$ cat config.mk
export PLATFORM = sky130hd
export DESIGN_NAME = fifo
export DESIGN_NICKNAME = d
export VERILOG_FILES = /design/src/rtl/fifo_pkg.sv /design/src/rtl/fifo_mem.sv /design/src/rtl/fifo.sv
export SDC_FILE = /design/constraint.sdc
export NUM_CORES = 1
export LEC_CHECK = 0
export CORE_MARGIN = 3
export CORE_UTILIZATION = 30
export DETAILED_ROUTE_END_ITERATION = 8
export MAX_ROUTING_LAYER = met4
export PLACE_DENSITY = 0.45
export SLEW_MARGIN = 5
export SYNTH_ARGS = -nofsm -noshare
export SYNTH_HDL_FRONTEND = slang
export SYNTH_SLANG_ARGS = --single-unit
$ cat constraint.sdc
create_clock -name clk -period 3.79 [get_ports clk]
set_input_delay 0.758 -clock clk [delete_from_list [all_inputs] [get_ports clk]]
set_output_delay 0.758 -clock clk [all_outputs]
set_load 0.02 [all_outputs]
$ cat src/rtl/fifo_pkg.sv
// Shared defaults and operation decode for the synchronous FIFO.
package fifo_pkg;

    localparam int FIFO_DATA_W = 8;
    localparam int FIFO_DEPTH  = 64;
    localparam int FIFO_ADDR_W = 6;
    localparam int FIFO_CNT_W  = 7;

    // Accepted operations on a given edge; bit 1 = write, bit 0 = read.
    typedef enum logic [1:0] {
        OP_NONE = 2'b00,
        OP_RD   = 2'b01,
        OP_WR   = 2'b10,
        OP_BOTH = 2'b11
    } fifo_op_e;

    function automatic fifo_op_e decode_op(input logic wr_acc, input logic rd_acc);
        return fifo_op_e'({wr_acc, rd_acc});
    endfunction

endpackage

$ cat src/rtl/fifo_mem.sv
// Simple dual-port storage: one synchronous write port, one asynchronous read port.
// Contents are never cleared; the control logic decides what is valid.
module fifo_mem
    import fifo_pkg::*;
#(
    parameter int DATA_W = FIFO_DATA_W,
    parameter int ADDR_W = FIFO_ADDR_W
) (
    input  logic              clk,
    input  logic              wr_en,
    input  logic [ADDR_W-1:0] wr_addr,
    input  logic [DATA_W-1:0] wr_data,
    input  logic [ADDR_W-1:0] rd_addr,
    output logic [DATA_W-1:0] rd_data
);

    logic [DATA_W-1:0] mem [1<<ADDR_W];

    // Store the write word on the rising edge.
    always_ff @(posedge clk) begin
        if (wr_en) mem[wr_addr] <= wr_data;
    end

    assign rd_data = mem[rd_addr];

endmodule

$ cat src/rtl/fifo.sv
// Synchronous FIFO: pointers, occupancy counter, flags and registered read data.
module fifo
    import fifo_pkg::*;
#(
    parameter int DATA_W = FIFO_DATA_W,
    parameter int DEPTH  = FIFO_DEPTH,
    parameter int CNT_W  = FIFO_CNT_W
) (
    input  logic              clk,
    input  logic              rst,
    input  logic              wr_en,
    input  logic              rd_en,
    input  logic [DATA_W-1:0] buf_in,
    output logic [DATA_W-1:0] buf_out,
    output logic              buf_empty,
    output logic              buf_full,
    output logic [CNT_W-1:0]  fifo_counter
);

    localparam int ADDR_W = $clog2(DEPTH);

    logic [ADDR_W-1:0] wr_ptr;
    logic [ADDR_W-1:0] rd_ptr;
    logic [DATA_W-1:0] mem_rd_data;
    logic              wr_acc;
    logic              rd_acc;
    fifo_op_e          op;

    // Flags come straight off the counter, so they can never both be high.
    assign buf_empty = (fifo_counter == '0);
    assign buf_full  = (fifo_counter == CNT_W'(DEPTH));

    // Accept only what the current occupancy allows; nothing is accepted during reset,
    // which also keeps the memory write port quiet while rst is high.
    always_comb begin
        wr_acc = wr_en & ~buf_full & ~rst;
        rd_acc = rd_en & ~buf_empty & ~rst;
        op     = decode_op(wr_acc, rd_acc);
    end

    fifo_mem #(
        .DATA_W (DATA_W),
        .ADDR_W (ADDR_W)
    ) u_mem (
        .clk     (clk),
        .wr_en   (wr_acc),
        .wr_addr (wr_ptr),
        .wr_data (buf_in),
        .rd_addr (rd_ptr),
        .rd_data (mem_rd_data)
    );

    // Pointers advance on accepted operations and wrap naturally (DEPTH is a power of two).
    always_ff @(posedge clk or posedge rst) begin
        if (rst) begin
            wr_ptr <= '0;
            rd_ptr <= '0;
        end else begin
            if (wr_acc) wr_ptr <= wr_ptr + ADDR_W'(1);
            if (rd_acc) rd_ptr <= rd_ptr + ADDR_W'(1);
        end
    end

    // Occupancy moves only when exactly one side is accepted.
    always_ff @(posedge clk or posedge rst) begin
        if (rst) begin
            fifo_counter <= '0;
        end else begin
            case (op)
                OP_WR:   fifo_counter <= fifo_counter + CNT_W'(1);
                OP_RD:   fifo_counter <= fifo_counter - CNT_W'(1);
                default: fifo_counter <= fifo_counter;
            endcase
        end
    end

    // Read data is registered and held until the next accepted read; no write bypass.
    always_ff @(posedge clk or posedge rst) begin
        if (rst)         buf_out <= '0;
        else if (rd_acc) buf_out <= mem_rd_data;
    end

endmodule

==> results.sh <==
export IMPL_status="finished clean"
export IMPL_cts_made_buffers=58
export IMPL_rows=97
export IMPL_cts_tree="done"
export IMPL_power_total_mw=17.4
export IMPL_fmax_mhz=312
export IMPL_top_usage_layer="met2"
export IMPL_use_met3_pct=1.99
export IMPL_remaining_drc_errors=0
export IMPL_routedWlPerCell_um=24.1
export IMPL_grt_pass1_wl_mm=79.5
export IMPL_htreeDepth=2
export IMPL_synth_top_cell_by_area="edfxtp_1"
export IMPL_yosysWarnings=0
export IMPL_grt_util_met2_pct=23.1
export IMPL_syn_avg_cell_area_um2=19.3
export IMPL_hold_buffers=0
export IMPL_grt_use_total_pct=15.0
export IMPL_ys_seq_area_share_pct=75.3
export IMPL_cellLeakagePower_nw=8.12
export IMPL_worst_ep_arrival_time_ps=3740
export IMPL_antenna_found_initial=0
export IMPL_ios=29
export IMPL_coreArea_um2=70300
export IMPL_drv_cap=0
export IMPL_yosysTopAreaCellShare_pct=72.1
export IMPL_grt_start_max_net_pins=46
export IMPL_ys_flop_type="edfxtp_1"
export IMPL_ys_ff_latch=539
export IMPL_hold_viol_final=0
export IMPL_setup_violations=0
export IMPL_required_ps=4330
export IMPL_place_area_um2=23200
export IMPL_drive_above_1_share_pct=23.4
export IMPL_first_pass_iters=5
export IMPL_viasPerCell=4.83
export IMPL_cts_setup_buffers=0
export IMPL_synth_cell_types=55
export IMPL_path_clk_slew_ps=60
export IMPL_netlist_area_um2=21300
export IMPL_detail_route_antenna_nets=0
export IMPL_mostFrequentLayoutCells="edfxtp_1 (512), buf_4 (101), mux4_2 (98), nor2_1 (80), mux2i_1 (71)"
export IMPL_setup_tns_ps=0
export IMPL_worstMarginPinSlew_ps=1050
export IMPL_wl_mm=53.6
export IMPL_dp_hpwl_mm=34.3
export IMPL_rsz0062_at_grt="no"
export IMPL_cts_resized=0
export IMPL_die_width_um=273
export IMPL_synthCells=1104
export IMPL_initial_core_util_pct=30.3
export IMPL_critPathCaptureType="flop"
export IMPL_p_per_area_nw_per_um2=696
export IMPL_clk_latency_ps=620
export IMPL_start_kind="flop"
export IMPL_async_flop_share_pct=5.01
export IMPL_clock_path_buffers=3
export IMPL_synthTopCellsByArea="edfxtp_1 (72%), mux4_2 (10%), mux2i_1 (3.3%)"
export IMPL_cts_root_buffer_cell="clkbuf_16"
export IMPL_synthToLayoutAreaGrowth_pct=17.3
export IMPL_synth_edf_count=512
export IMPL_grt_pass1_vias=11300
export IMPL_final_common_cell="edfxtp_1"
export IMPL_die_h_um=273
export IMPL_nets=1258
export IMPL_fin_hold_ws_ps=514
export IMPL_vias=10800
export IMPL_hold_path_class="flop to flop"
export IMPL_gp_congestion=0.751
export IMPL_synth_fp_nets=1125
export IMPL_timing_final_crit_period_ps=3210
export IMPL_fin_crit_sh_pct=84.6
export IMPL_worst_setup_path_type="flop to flop"
export IMPL_drt_iter0_markers=963
export IMPL_vdd_drop_max_v=0.000308
export IMPL_relSlewSlack_pct=30.0
export IMPL_clkSinkCount=539
export IMPL_fin_skew_ps=24.3
export IMPL_die_area_um2=74300
export IMPL_n_antenna_cell=0
export IMPL_port_buffers=28
export IMPL_gr_usage_met1_pct=20.9
export IMPL_stdcell_area_um2=25000
export IMPL_path_max_fanout=5
export IMPL_grt_ovfl_total=0
export IMPL_fillCellCount=6573
export IMPL_maxSlewViolCount=0
==> stage by stage <==
| stage | setup WS, ps | util (%) | std cells |
|---|---|---|---|
| floorplan | 103 | - | 1104 |
| global placement | 263 | 33.0 | 2117 |
| detailed placement | 259 | 33.0 | 2117 |
| CTS | 561 | 35.6 | 2224 |
| global route | 380 | 35.6 | 2224 |
| finish | 584 | 35.6 | 2224 |
==> power breakdown <==
part	switching (mW)	internal, mW
Combinational	2.76	1.99
Sequential	0.367	6.75
Clock	2.32	3.20
Total	5.45	11.9
==> flip-flops by register name, summed over array words and instances (netlist names) <==
register	cells
u_mem.mem	512
buf_out	8
fifo_counter	7
rd_ptr	6
wr_ptr	6
==> critical path, stage by stage (launching register included) <==
cell	delay, ps
dfrtp_1	430
nor4_1	430
and3b_1	240
nand3b_1	130
inv_1	70
ha_1	230
ha_1	320
nor2b_1	140
o21ai_0	220
a21boi_0	190
or4_1	490
nand3_1	110
xor2_1	140
==> per-layer routing <==
metal,wire length (um),up-vias,part of all wire [%]
met5,0,-,0
met4,1300,0,2.4
met3,2000,78,3.7
met2,25300,201,47
met1,25000,5723,47
li1,-,4749,-
==> cells in the mapped netlist, types with 6 or more instances <==
cell,n
edfxtp_1,512
mux4_2,98
nor2_1,80
mux2i_1,71
nand2_1,42
dfrtp_1,27
o21ai_0,22
a21oi_1,20
nand3_1,18
clkbuf_1,17
a211oi_1,16
buf_6,14
o22ai_1,14
buf_2,12
a32oi_1,10
xnor2_1,10
inv_1,9
buf_4,8
ha_1,8
nor2b_1,8
o221ai_1,8
nor3_1,7
a221oi_1,6
and3_1,6
mux2_2,6
o21ai_1,6
==> worst paths after layout <==
check	start	slack (ps)	to	cells past startpoint
worst max-delay path	fifo_counter[0]$_DFFE_PP0P_	580	fifo_counter[6]$_DFFE_PP0P_	12
worst min-delay path	rd_ptr[5]$_DFFE_PP0P_	510	rd_ptr[5]$_DFFE_PP0P_	1
worst max register to register	fifo_counter[0]$_DFFE_PP0P_	580	fifo_counter[6]$_DFFE_PP0P_	12
worst min register to register	rd_ptr[5]$_DFFE_PP0P_	510	rd_ptr[5]$_DFFE_PP0P_	1
max in group asynchronous	rst	2840	rd_ptr[1]$_DFFE_PP0P_	3
min in group asynchronous	rst	630	rd_ptr[0]$_DFFE_PP0P_	3
==> cells by family after synthesis <==
logic type | after synthesis | synth area share [%]
AO/OA/AOI/OAI | 116 | 3.63
AND/OR/NAND/NOR | 181 | 3.81
multiplexers | 175 | 14.0
adder cells (fa/ha/maj) | 9 | 0.563
flip-flops | 539 | 75.3
XOR/XNOR | 14 | 0.575
buffers and inverters | 70 | 2.14
==> area by class of cell <==
| type | instances | area (um2) | share of cell area (%) |
|---|---|---|---|
| Sequential cell | 539 | 16100 | 64.2 |
| Multi-Input combinational cell | 495 | 4810 | 19.3 |
| Clock buffer | 75 | 1540 | 6.15 |
| Tap cell | 940 | 1180 | 4.70 |
| Timing Repair Buffer | 133 | 1080 | 4.31 |
| Clock inverter | 32 | 302 | 1.21 |
| Inverter | 10 | 37.5 | 0.150 |
(Power assumes the default switching activity.)
